==> src/rtl/usb_cmd_pkg.sv <==
// usb_cmd_pkg
// Shared definitions for the USB command responder: the FSM state encoding,
// ASCII constants used by the parser and response builder, and the response
// buffer depth.
package usb_cmd_pkg;

  typedef enum logic [3:0] {
    S_IDLE,
    S_ADDR_HI,
    S_ADDR_LO,
    S_DATA_HI,
    S_DATA_LO,
    S_WAIT_EOL,
    S_DISCARD,
    S_READ,
    S_CAPTURE,
    S_RESP
  } state_t;

  localparam logic [7:0] CH_R  = 8'h72;  // 'r'
  localparam logic [7:0] CH_W  = 8'h77;  // 'w'
  localparam logic [7:0] CH_CR = 8'h0D;
  localparam logic [7:0] CH_LF = 8'h0A;
  localparam logic [7:0] CH_K  = 8'h4B;  // 'K'
  localparam logic [7:0] CH_Q  = 8'h3F;  // '?'

  localparam int RESP_DEPTH = 4;

  function automatic logic is_eol(input logic [7:0] b);
    return (b == CH_CR) || (b == CH_LF);
  endfunction

  // Setting bit 5 maps 'R'/'W' onto 'r'/'w'; no other byte folds onto
  // 0x72 or 0x77, so this is a safe case-insensitive compare for the two
  // command letters.
  function automatic logic [7:0] fold_case(input logic [7:0] b);
    return b | 8'h20;
  endfunction

endpackage

==> src/rtl/usb_hex_nibble.sv <==
// usb_hex_nibble
// Combinational ASCII/hex helper.
//   ascii_i   : byte to decode
//   hex_ok_o  : ascii_i is 0-9, a-f or A-F
//   nib_o     : decoded nibble (0 when hex_ok_o is 0)
//   enc_hi_i  : nibble to encode (high digit of a response)
//   enc_lo_i  : nibble to encode (low digit of a response)
//   asc_hi_o  : uppercase ASCII for enc_hi_i
//   asc_lo_o  : uppercase ASCII for enc_lo_i
module usb_hex_nibble
  import usb_cmd_pkg::*;
(
  input  logic [7:0] ascii_i,
  output logic       hex_ok_o,
  output logic [3:0] nib_o,
  input  logic [3:0] enc_hi_i,
  input  logic [3:0] enc_lo_i,
  output logic [7:0] asc_hi_o,
  output logic [7:0] asc_lo_o
);

  // 0x37 + 10 = 'A'
  function automatic logic [7:0] to_ascii(input logic [3:0] n);
    return (n < 4'd10) ? (8'h30 + {4'h0, n}) : (8'h37 + {4'h0, n});
  endfunction

  always_comb begin
    hex_ok_o = 1'b0;
    nib_o    = 4'h0;
    if (ascii_i >= 8'h30 && ascii_i <= 8'h39) begin
      hex_ok_o = 1'b1;
      nib_o    = ascii_i[3:0];
    end else if ((ascii_i >= 8'h41 && ascii_i <= 8'h46) ||
                 (ascii_i >= 8'h61 && ascii_i <= 8'h66)) begin
      // Low nibble of 'A'/'a' is 1, so adding 9 yields 10..15.
      hex_ok_o = 1'b1;
      nib_o    = ascii_i[3:0] + 4'd9;
    end
  end

  assign asc_hi_o = to_ascii(enc_hi_i);
  assign asc_lo_o = to_ascii(enc_lo_i);

endmodule

==> src/rtl/usb_cmd_responder.sv <==
// usb_cmd_responder
// Parses ASCII "rAA<EOL>" / "wAADD<EOL>" commands from the host byte stream,
// performs single-cycle accesses on an 8-bit register bus and streams back
// ASCII responses ("K\r\n", "HH\r\n" or "?\r\n").
//   clk_48mhz      : clock
//   reset          : asynchronous, active-high
//   uart_out_*     : host-to-device byte stream (valid/ready)
//   uart_in_*      : device-to-host response stream (valid/ready)
//   reg_addr       : bus address, holds its last value
//   reg_wdata      : write data
//   reg_we, reg_re : one-cycle write / read strobes
//   reg_rdata      : read data, valid the cycle after reg_re
//
// state      | meaning
// -----------+---------------------------------------------------------
// IDLE       | waiting for 'r'/'w'; bare EOLs ignored
// ADDR_HI/LO | collecting the two address digits
// DATA_HI/LO | collecting the two write-data digits
// WAIT_EOL   | command complete, expecting EOL
// DISCARD    | malformed line, swallow bytes until EOL, then answer '?'
// READ       | reg_re asserted
// CAPTURE    | reg_rdata sampled and formatted into the response buffer
// RESP       | shifting the response buffer out on uart_in
module usb_cmd_responder
  import usb_cmd_pkg::*;
#(
  parameter int unsigned LINE_TIMEOUT = 48_000_000
) (
  input  logic       clk_48mhz,
  input  logic       reset,
  input  logic [7:0] uart_out_data,
  input  logic       uart_out_valid,
  output logic       uart_out_ready,
  output logic [7:0] uart_in_data,
  output logic       uart_in_valid,
  input  logic       uart_in_ready,
  output logic [7:0] reg_addr,
  output logic [7:0] reg_wdata,
  output logic       reg_we,
  output logic       reg_re,
  input  logic [7:0] reg_rdata
);

  localparam int TW = (LINE_TIMEOUT > 0) ? $clog2(LINE_TIMEOUT + 1) : 1;
  localparam logic [TW-1:0] TMO_LAST =
    (LINE_TIMEOUT == 0) ? '0 : TW'(LINE_TIMEOUT - 1);

  state_t state_q, state_d;
  logic   is_wr_q, is_wr_d;
  logic [7:0] addr_sh_q, addr_sh_d;
  logic [7:0] data_sh_q, data_sh_d;
  logic [7:0] reg_addr_q, reg_addr_d;
  logic [7:0] reg_wdata_q, reg_wdata_d;
  logic reg_we_q, reg_we_d;
  logic reg_re_q, reg_re_d;
  // Entry [0] is the byte currently presented on uart_in_data.
  logic [RESP_DEPTH-1:0][7:0] rsp_q, rsp_d;
  // Bytes remaining after the one currently presented.
  logic [1:0] rem_q, rem_d;
  logic [TW-1:0] tmo_q, tmo_d;

  logic       hex_ok;
  logic [3:0] nib;
  logic [7:0] rd_asc_hi, rd_asc_lo;

  usb_hex_nibble u_hex (
    .ascii_i  (uart_out_data),
    .hex_ok_o (hex_ok),
    .nib_o    (nib),
    .enc_hi_i (reg_rdata[7:4]),
    .enc_lo_i (reg_rdata[3:0]),
    .asc_hi_o (rd_asc_hi),
    .asc_lo_o (rd_asc_lo)
  );

  logic rx_state;
  logic timed_state;
  logic accept;
  logic eol;

  always_comb begin
    rx_state    = 1'b0;
    timed_state = 1'b0;
    case (state_q)
      S_IDLE: rx_state = 1'b1;
      S_ADDR_HI, S_ADDR_LO, S_DATA_HI, S_DATA_LO, S_WAIT_EOL, S_DISCARD: begin
        rx_state    = 1'b1;
        timed_state = 1'b1;
      end
      default: ;
    endcase
  end

  // Gated by reset so the host sees no acceptance while reset is held.
  assign uart_out_ready = rx_state && !reset;
  assign accept         = uart_out_valid && uart_out_ready;
  assign eol            = is_eol(uart_out_data);

  always_comb begin
    state_d     = state_q;
    is_wr_d     = is_wr_q;
    addr_sh_d   = addr_sh_q;
    data_sh_d   = data_sh_q;
    reg_addr_d  = reg_addr_q;
    reg_wdata_d = reg_wdata_q;
    reg_we_d    = 1'b0;
    reg_re_d    = 1'b0;
    rsp_d       = rsp_q;
    rem_d       = rem_q;
    tmo_d       = '0;

    case (state_q)
      S_IDLE: begin
        if (accept) begin
          if (fold_case(uart_out_data) == CH_R || fold_case(uart_out_data) == CH_W) begin
            is_wr_d = (fold_case(uart_out_data) == CH_W);
            state_d = S_ADDR_HI;
          end else if (!eol) begin
            state_d = S_DISCARD;
          end
        end
      end

      S_ADDR_HI, S_ADDR_LO, S_DATA_HI, S_DATA_LO: begin
        if (accept) begin
          if (hex_ok) begin
            case (state_q)
              S_ADDR_HI: begin
                addr_sh_d = {addr_sh_q[3:0], nib};
                state_d   = S_ADDR_LO;
              end
              S_ADDR_LO: begin
                addr_sh_d = {addr_sh_q[3:0], nib};
                state_d   = is_wr_q ? S_DATA_HI : S_WAIT_EOL;
              end
              S_DATA_HI: begin
                data_sh_d = {data_sh_q[3:0], nib};
                state_d   = S_DATA_LO;
              end
              default: begin
                data_sh_d = {data_sh_q[3:0], nib};
                state_d   = S_WAIT_EOL;
              end
            endcase
          end else if (eol) begin
            // The line already ended; there is nothing left to discard.
            rsp_d   = {8'h00, CH_LF, CH_CR, CH_Q};
            rem_d   = 2'd2;
            state_d = S_RESP;
          end else begin
            state_d = S_DISCARD;
          end
        end
      end

      S_WAIT_EOL: begin
        if (accept) begin
          if (eol) begin
            reg_addr_d = addr_sh_q;
            if (is_wr_q) begin
              reg_wdata_d = data_sh_q;
              reg_we_d    = 1'b1;
              rsp_d       = {8'h00, CH_LF, CH_CR, CH_K};
              rem_d       = 2'd2;
              state_d     = S_RESP;
            end else begin
              reg_re_d = 1'b1;
              state_d  = S_READ;
            end
          end else begin
            state_d = S_DISCARD;
          end
        end
      end

      S_DISCARD: begin
        if (accept && eol) begin
          rsp_d   = {8'h00, CH_LF, CH_CR, CH_Q};
          rem_d   = 2'd2;
          state_d = S_RESP;
        end
      end

      S_READ: state_d = S_CAPTURE;

      S_CAPTURE: begin
        rsp_d   = {CH_LF, CH_CR, rd_asc_lo, rd_asc_hi};
        rem_d   = 2'd3;
        state_d = S_RESP;
      end

      S_RESP: begin
        if (uart_in_ready) begin
          if (rem_q == 2'd0) begin
            state_d = S_IDLE;
          end else begin
            // Next byte is loaded on the same edge as the transfer: no bubble.
            rsp_d = {8'h00, rsp_q[RESP_DEPTH-1:1]};
            rem_d = rem_q - 2'd1;
          end
        end
      end

      default: state_d = S_IDLE;
    endcase

    // Inactivity timer: only idle cycles inside a partial line count.
    if (LINE_TIMEOUT != 0 && timed_state && !accept) begin
      if (tmo_q == TMO_LAST) begin
        state_d = S_IDLE;
      end else begin
        tmo_d = tmo_q + TW'(1);
      end
    end
  end

  always_ff @(posedge clk_48mhz or posedge reset) begin
    if (reset) begin
      state_q     <= S_IDLE;
      is_wr_q     <= 1'b0;
      addr_sh_q   <= 8'h00;
      data_sh_q   <= 8'h00;
      reg_addr_q  <= 8'h00;
      reg_wdata_q <= 8'h00;
      reg_we_q    <= 1'b0;
      reg_re_q    <= 1'b0;
      rsp_q       <= '0;
      rem_q       <= 2'd0;
      tmo_q       <= '0;
    end else begin
      state_q     <= state_d;
      is_wr_q     <= is_wr_d;
      addr_sh_q   <= addr_sh_d;
      data_sh_q   <= data_sh_d;
      reg_addr_q  <= reg_addr_d;
      reg_wdata_q <= reg_wdata_d;
      reg_we_q    <= reg_we_d;
      reg_re_q    <= reg_re_d;
      rsp_q       <= rsp_d;
      rem_q       <= rem_d;
      tmo_q       <= tmo_d;
    end
  end

  assign uart_in_data  = rsp_q[0];
  assign uart_in_valid = (state_q == S_RESP);
  assign reg_addr      = reg_addr_q;
  assign reg_wdata     = reg_wdata_q;
  assign reg_we        = reg_we_q;
  assign reg_re        = reg_re_q;

endmodule

==> config.mk <==
export PLATFORM = sky130hd
export DESIGN_NAME = usb_cmd_responder
export DESIGN_NICKNAME = d
export VERILOG_FILES = /design/src/rtl/usb_cmd_pkg.sv /design/src/rtl/usb_hex_nibble.sv /design/src/rtl/usb_cmd_responder.sv
export SDC_FILE = /design/constraint.sdc
export NUM_CORES = 1
export LEC_CHECK = 0
export BUFFER_PORTS_ARGS = -buffer_cell sky130_fd_sc_hd__clkbuf_2
export CORE_ASPECT_RATIO = 0.75
export CORE_UTILIZATION = 45
export DETAILED_ROUTE_END_ITERATION = 10
export HOLD_SLACK_MARGIN = 0.02
export PLACE_DENSITY = 0.67
export SYNTH_ARGS = -nofsm -noshare
export SYNTH_HDL_FRONTEND = slang
export SYNTH_SLANG_ARGS = --single-unit
==> constraint.sdc <==
create_clock -name clk_48mhz -period 4.2 [get_ports clk_48mhz]
set_input_delay 0.42 -clock clk_48mhz [delete_from_list [all_inputs] [get_ports clk_48mhz]]
set_output_delay 0.42 -clock clk_48mhz [all_outputs]
set_load 0.05 [all_outputs]
==> impl_results.md, run 1 <==
- Status: finished clean
- First-pass GRT wire length: 16100 um
- Crit path capture type: flip-flop
- Max-slew headroom: 22.3%
- Initial antenna violation count: 0
- Final GP Congestion: 0.827
- Via-per-instance ratio: 5.53
- Clk pin slew, worst setup/hold paths: 0.06 ns
- Setup Skew: 0.00854 ns
- CTS buffer count: 9
- Post-synthesis sequential area ratio: 46.2%
- Crit path depth: 5
- Worst slew pin tran: 1.15 ns
- TritonCTS clock tree: built
- Maximum clock rate: 0.347 GHz
- Post-Synth Simple-Gate Area: 18.8%
- DP Wirelength: 6540 um
- DRT Wirelength: 9470 um
- RSZ-0062 raised after global routing: no
- IO Pins: 48
- WP data required: 4.42 ns
- Htree depth: 3
- Critical path's top delay family: simple AND/OR/NAND/NOR gates
- RR Endpoint: reg_wdata[1]
- GR Overflow Total: 0
- FILL cells: 878
- Yosys cell types: 68
- Pin count of the biggest net entering global routing: 59
- Die Span Y: 89.1 um
- Crit path max fanout: 35
- GR Util All Layers: 19.5%
- Remaining antenna violation count after routing: 0
- Mux contribution to synthesized area: 8.82%
- Setup ws final: 1.32 ns
- Hold Violations, Final: 0
- Cell with the most instances after synthesis: dfrtp_1
- Cells after Synth: 452
- Die Wd: 118 um
- Setup-failing EPs final: 0
- Min Tclk post-route: 2.88 ns
- Crit path buf inv count: 0
- Place WS: 1.33 ns
- Max_cap viols: 0
- PortBufs: 46
- Vias in the first global route: 3274
- Post-Synthesis Mean Instance Area: 10.1 um2
- Top routing layer used: met4
- Met3 WL: 557 um
- Post-synth EDFFs: 0
- Via count: 3422
- WP data arrival: 3.10 ns
- Clock Latency Late Sink: 0.34 ns
- Total iterations of the first detailed-routing run: 4
- CTS Hold Bufs: 0
- Largest family of logic cells by synthesized area: simple AND/OR/NAND/NOR gates
- Slowest CP cell: dfrtp_1
- Post CTS Setup Buffer Count: 0
- Core box area: 9740 um2
- IR drop worst, VDD: 0.000239 V
- Clock Path Buffers: 2
- Synth warnings: 0
- Post-synthesis compound-gate area fraction: 13.7%
- Reg2reg start: state_q[0]
- Xor and xnor area share after synthesis: 5.58%
- Hold crit path type: input pin to async pin
- Fin. max-slew vios: 0
- Post-synth top flop: dfrtp_1
- Routed met1 length: 4670 um
- Worst setup SP type: flip-flop
- Critical-path cell list: a311oi_4 -> and2_1 -> nand2_1 -> nor3_2 -> mux2_2
- Row cnt: 31
- Total Nets Final: 510
- Antenna diodes: 0
- Avg WL per Cell: 15.3 um
- Leak pwr: 2.26 nW
- Setup TNS: 0 ns
- Worst Reg-to-Reg Cells: 5
- Synth top area share: 46.2%
- 1st-iter DRT viols: 194
- Clk sink count: 84
- Reg2Reg Setup Slack: 1.32 ns
- Adder-cell share of the synthesized area: 2.20%
- DRC Markers: 0
- Power Dens Cells: 506 nW/um2
- Root Buffer Master: clkbuf_16
- Fraction of layout cells with a size suffix above 1: 22.8%
- Initial Utilization: 46.8%
- DIE AREA: 10500 um2
- Async S/R FF share, synth: 100%
- Met2 Routed Length: 4110 um
- Top cells by count, synth: dfrtp_1 (84), nor2_1 (53), mux2_2 (33), nand2_1 (29)
- Post-CTS sizing: 0
- Area leader, netlist: dfrtp_1
- Post-Syn Nets: 480
- CP max stage delay: 0.76 ns
- Final Power: 2.59 mW
- Area post-placement: 4810 um2
- Mapped Area: 4550 um2
- Flops & latches, synth: 84
- Final instance area: 5130 um2
- Kind of critical path: flip-flop to flip-flop
- Top cells by area, synth: dfrtp_1 (46%), mux2_2 (8.2%), nor2_1 (4.4%)
- Final period utilization: 68.6%
- P&R area growth vs syn: 12.6%
[cell families (layout without fill, tap and decap cells)]
kind of cell               count (synthesis)  in the layout
muxes                                     36             36
buffers and inverters                     45             80
and+or+nand+nor                          168            168
adders and majority gates                  8              8
xor gates and xnor gates                  29             29
DFF                                       84             84
other                                      1              1
AOI/OAI and AO/OA                         81             81
[flip-flops by register name, indices dropped and copies added (netlist names)]
name	flops
rsp_q	10
state_q	4
tmo_q	26
reg_wdata	8
reg_we	1
reg_addr	8
reg_re	1
is_wr_q	1
addr_sh_q	8
data_sh_q	8
rem_q	2
uart_in_data	7
[routing by layer]
metal / vias up / GRT usage [%]
met5: - / 0
met4: 0 / 6.99
li1: 1666 / -
met1: 1645 / 27.1
met3: 10 / 4.91
met2: 101 / 29.7
[area by class of cell]
class / instances / area [um2] / share of cell area, %
multi-input combinational: 323 / 2240 / 43.7
sequential: 84 / 2100 / 41.0
timing repair buffer: 47 / 238 / 4.64
clock buffer: 11 / 233 / 4.54
tap: 132 / 165 / 3.22
clock inverter: 5 / 85.1 / 1.66
inverter: 17 / 65.1 / 1.27
[worst max path at each step]
stage / slack, ns / start / endpoint
floorplan: 1.61 / reset / addr_sh_q[0]
global placement: 1.40 / state_q[0] / reg_wdata[7]
detailed placement: 1.33 / state_q[0] / reg_wdata[1]
CTS: 1.30 / state_q[0] / tmo_q[9]
global route: 0.97 / state_q[0] / tmo_q[9]
finish: 1.32 / state_q[0] / reg_wdata[1]
[worst reg2reg max path, stage by stage, from the launching register on]
cell      delay [ns]
dfrtp_1         0.76
a311oi_4        0.53
and2_1          0.36
nand2_1         0.16
nor3_2          0.54
mux2_2          0.41
[power breakdown]
| group | switching [mW] | internal (mW) |
|---|---|---|
| Combinational | 0.440 | 0.258 |
| Sequential | 0.144 | 0.907 |
| Clock | 0.321 | 0.524 |
| Total | 0.905 | 1.69 |
[per-stage QoR]
step	hold slack, ns	std cells	util (%)
after floorplan	0.441	452	-
after global placement	0.469	603	49.4
after detailed placement	0.481	603	49.4
after CTS	0.384	619	52.7
after global routing	0.426	619	52.7
final	0.354	619	52.7
[cell usage in the layout (no fill, tap or decap), types with 2 or more instances in the layout]
master,n
dfrtp_1,84
nor2_1,53
clkbuf_2,46
mux2_2,33
nand2_1,29
nand3_1,17
o21ai_0,17
xnor2_1,17
a21oi_1,17
inv_1,16
nor3_1,12
xor2_1,12
nand4_1,10
clkbuf_16,9
ha_1,8
and3_1,7
nor4_1,6
o211ai_1,5
nand2b_1,4
nor3b_1,4
a21o_1,3
and2_1,3
or2_2,3
a221o_1,3
o21a_1,3
nor4b_1,3
mux2i_1,3
nor2b_1,3
a211oi_1,3
o31ai_1,2
a41oi_1,2
a22o_1,2
and3b_1,2
a22oi_1,2
a31o_2,2
or3_1,2
a31oi_1,2
o22ai_1,2
clkbuf_1,2
bufinv_16,2
Power figures use the tool's default switching activity.
==> run 2: changes to the inputs <==
--- a/config.mk
+++ b/config.mk
@@ -10,7 +10,7 @@
 export CORE_UTILIZATION = 45
 export DETAILED_ROUTE_END_ITERATION = 10
 export HOLD_SLACK_MARGIN = 0.02
-export PLACE_DENSITY = 0.67
+export PLACE_DENSITY = 0.69
 export SYNTH_ARGS = -nofsm -noshare
 export SYNTH_HDL_FRONTEND = slang
 export SYNTH_SLANG_ARGS = --single-unit
==> constraint.sdc (replaced) <==
create_clock -name clk_48mhz -period 2.48 [get_ports clk_48mhz]
set_input_delay 0.248 -clock clk_48mhz [delete_from_list [all_inputs] [get_ports clk_48mhz]]
set_output_delay 0.248 -clock clk_48mhz [all_outputs]
set_load 0.05 [all_outputs]
==> impl_results.md, run 2 (synthesis results as in run 1) <==
- Max-slew headroom: 63.2% (+41 points)
- Kind of critical path: input pin to flip-flop
- Min Tclk post-route: 2.31 ns
- Crit path max fanout: 12 (-66%)
- Power Dens Cells: 846 nW/um2 (+67%)
- CP max stage delay: 0.54 ns (-0.22 ns)
- Worst slew pin tran: 0.552 ns (-0.603 ns)
- Final GP Congestion: 0.877 (+6.0%)
- Setup Skew: 0.00684 ns (-0.00170 ns)
- DRC Markers: 0 (unchanged)
- Via count: 3436 (+0.41%)
- Fraction of layout cells with a size suffix above 1: 26.0% (+3.2 points)
- Clk pin slew, worst setup/hold paths: 0.06 ns (about the same)
- Flip-flop count of the largest register after layout: 26 (unchanged)
- 1st-iter DRT viols: 211 (+8.8%)
- Slowest CP cell: dlygate4sd3_1
- WP data arrival: 2.53 ns (-0.57 ns)
- Hold crit path type: input pin to flip-flop
- CTS buffer count: 9 (unchanged)
- Most common cell after layout, fill and taps aside: dfrtp_1
- Antenna diodes: 0 (unchanged)
- CTS Hold Bufs: 1 (+1)
- Hold Violations, Final: 0 (unchanged)
- Post CTS Setup Buffer Count: 0 (unchanged)
- PortBufs: 46 (unchanged)
- Reg2Reg Setup Slack: 0.18 ns (-1.14 ns)
- Worst setup SP type: input pin
- Leak pwr: 2.37 nW (+4.8%)
- Setup TNS: 0 ns (unchanged)
- IR drop worst, VDD: 0.000428 V (+79%)
- Clk sink count: 84 (unchanged)
- Non-filler cells in the finished layout: 640 (+3.4%)
- Initial antenna violation count: 0 (unchanged)
- Row cnt: 31 (unchanged)
- Inst Count DP: 623 (+3.3%)
- Setup-failing EPs final: 0 (unchanged)
- Post-layout util: 54.4% (+1.7 points)
- Maximum clock rate: 0.432 GHz
- GR Util All Layers: 20.2% (+0.76 points)
- Post-CTS sizing: 0 (unchanged)
- FILL cells: 854 (-2.7%)
- RSZ-0062 raised after global routing: no
- Most frequent cells in the layout: dfrtp_1 (84), nor2_1 (53), clkbuf_2 (46)
- Htree depth: 3 (unchanged)
- Area post-placement: 4980 um2 (+3.5%)
- IO Pins: 48 (unchanged)
- Final Power: 4.48 mW (+73%)
- Remaining antenna violation count after routing: 0 (unchanged)
- DIE AREA: 10500 um2 (unchanged)
- DP Wirelength: 6970 um (+6.5%)
- WP data required: 2.70 ns (-1.72 ns)
- Setup ws final: 0.166 ns (-1.15 ns)
- Vias in the first global route: 3327 (+1.6%)
- Initial Utilization: 46.8% (unchanged)
- Final period utilization: 93.3%
- Crit path capture type: flip-flop
- Place WS: 0.188 ns (-1.14 ns)
- Max_cap viols: 0 (unchanged)
- Die Wd: 118 um (unchanged)
- Status: finished clean
- DRT Wirelength: 9640 um (+1.8%)
- TritonCTS clock tree: built
- Die Span Y: 89.1 um (unchanged)
- P&R area growth vs syn: 16.3%
- Clock Latency Late Sink: 0.34 ns (about the same)
- Total iterations of the first detailed-routing run: 4 (unchanged)
- Avg WL per Cell: 15.1 um (-1.5%)
- Clock Path Buffers: 2 (unchanged)
- Via-per-instance ratio: 5.37 (-2.9%)
- Critical-path cell list: dlygate4sd3_1 -> clkbuf_2 -> a311oi_4 -> o211ai_1 -> o21ai_2 -> nand2_2 -> buf_4 -> a221o_1
- Total Nets Final: 531 (+4.1%)
- Final instance area: 5290 um2 (+3.2%)
- Fin. max-slew vios: 0 (unchanged)
- Root Buffer Master: clkbuf_16
- Largest regs: tmo_q x26, rsp_q x10
- Pin count of the biggest net entering global routing: 75 (+27%)
- Largest Register: tmo_q
- First-pass GRT wire length: 16600 um (+3.2%)
- Core box area: 9740 um2 (unchanged)
- GR Overflow Total: 0 (unchanged)
- Hold WS: 0.217 ns (-0.137 ns)
[run 2: worst max-delay path: cells and delay by family]
| family | cells | cell delay (ns) |
|---|---|---|
| simple gates | 1 | 0.20 |
| buf+inv | 3 | 0.94 |
| compound gates | 4 | 1.14 |
[run 2: layout make-up]
class / count / area (um2) / share of cell area, %
Inverter: 17 / 65.1 / 1.23
Clock buffer: 12 / 256 / 4.85
Sequential cell: 84 / 2100 / 39.7
Clock inverter: 4 / 47.5 / 0.898
Multi-Input combinational cell: 323 / 2250 / 42.4
Timing Repair Buffer: 68 / 410 / 7.75
Tap cell: 132 / 165 / 3.12
[run 2: metal layers]
layer	vias up	wire length, um	track usage (%)
li1	1706	-	-
met1	1652	5010	30.2
met2	68	4100	29.4
met3	10	416	4.08
met4	0	113	6.76
met5	-	0	0
[run 2: worst paths after layout]
path                       depth (start not counted)        startpoint               to
setup / recovery                                   8             reset  uart_in_data[0]
hold / removal                                     3  uart_out_data[1]     data_sh_q[1]
setup reg to reg                                   8          rem_q[0]  uart_in_data[0]
hold reg to reg                                    1         rsp_q[17]        rsp_q[17]
max in group asynchronous                          4             reset     data_sh_q[0]
min in group asynchronous                          3             reset         rsp_q[8]
[run 2: power by group]
group / internal [mW] / total [mW] / switching (mW) / leakage [nW]
Sequential: 1.54 / 1.68 / 0.137 / 1.11
Combinational: 0.561 / 1.45 / 0.888 / 1.12
Clock: 0.831 / 1.35 / 0.522 / 0.149
Total: 2.93 / 4.48 / 1.55 / 2.37
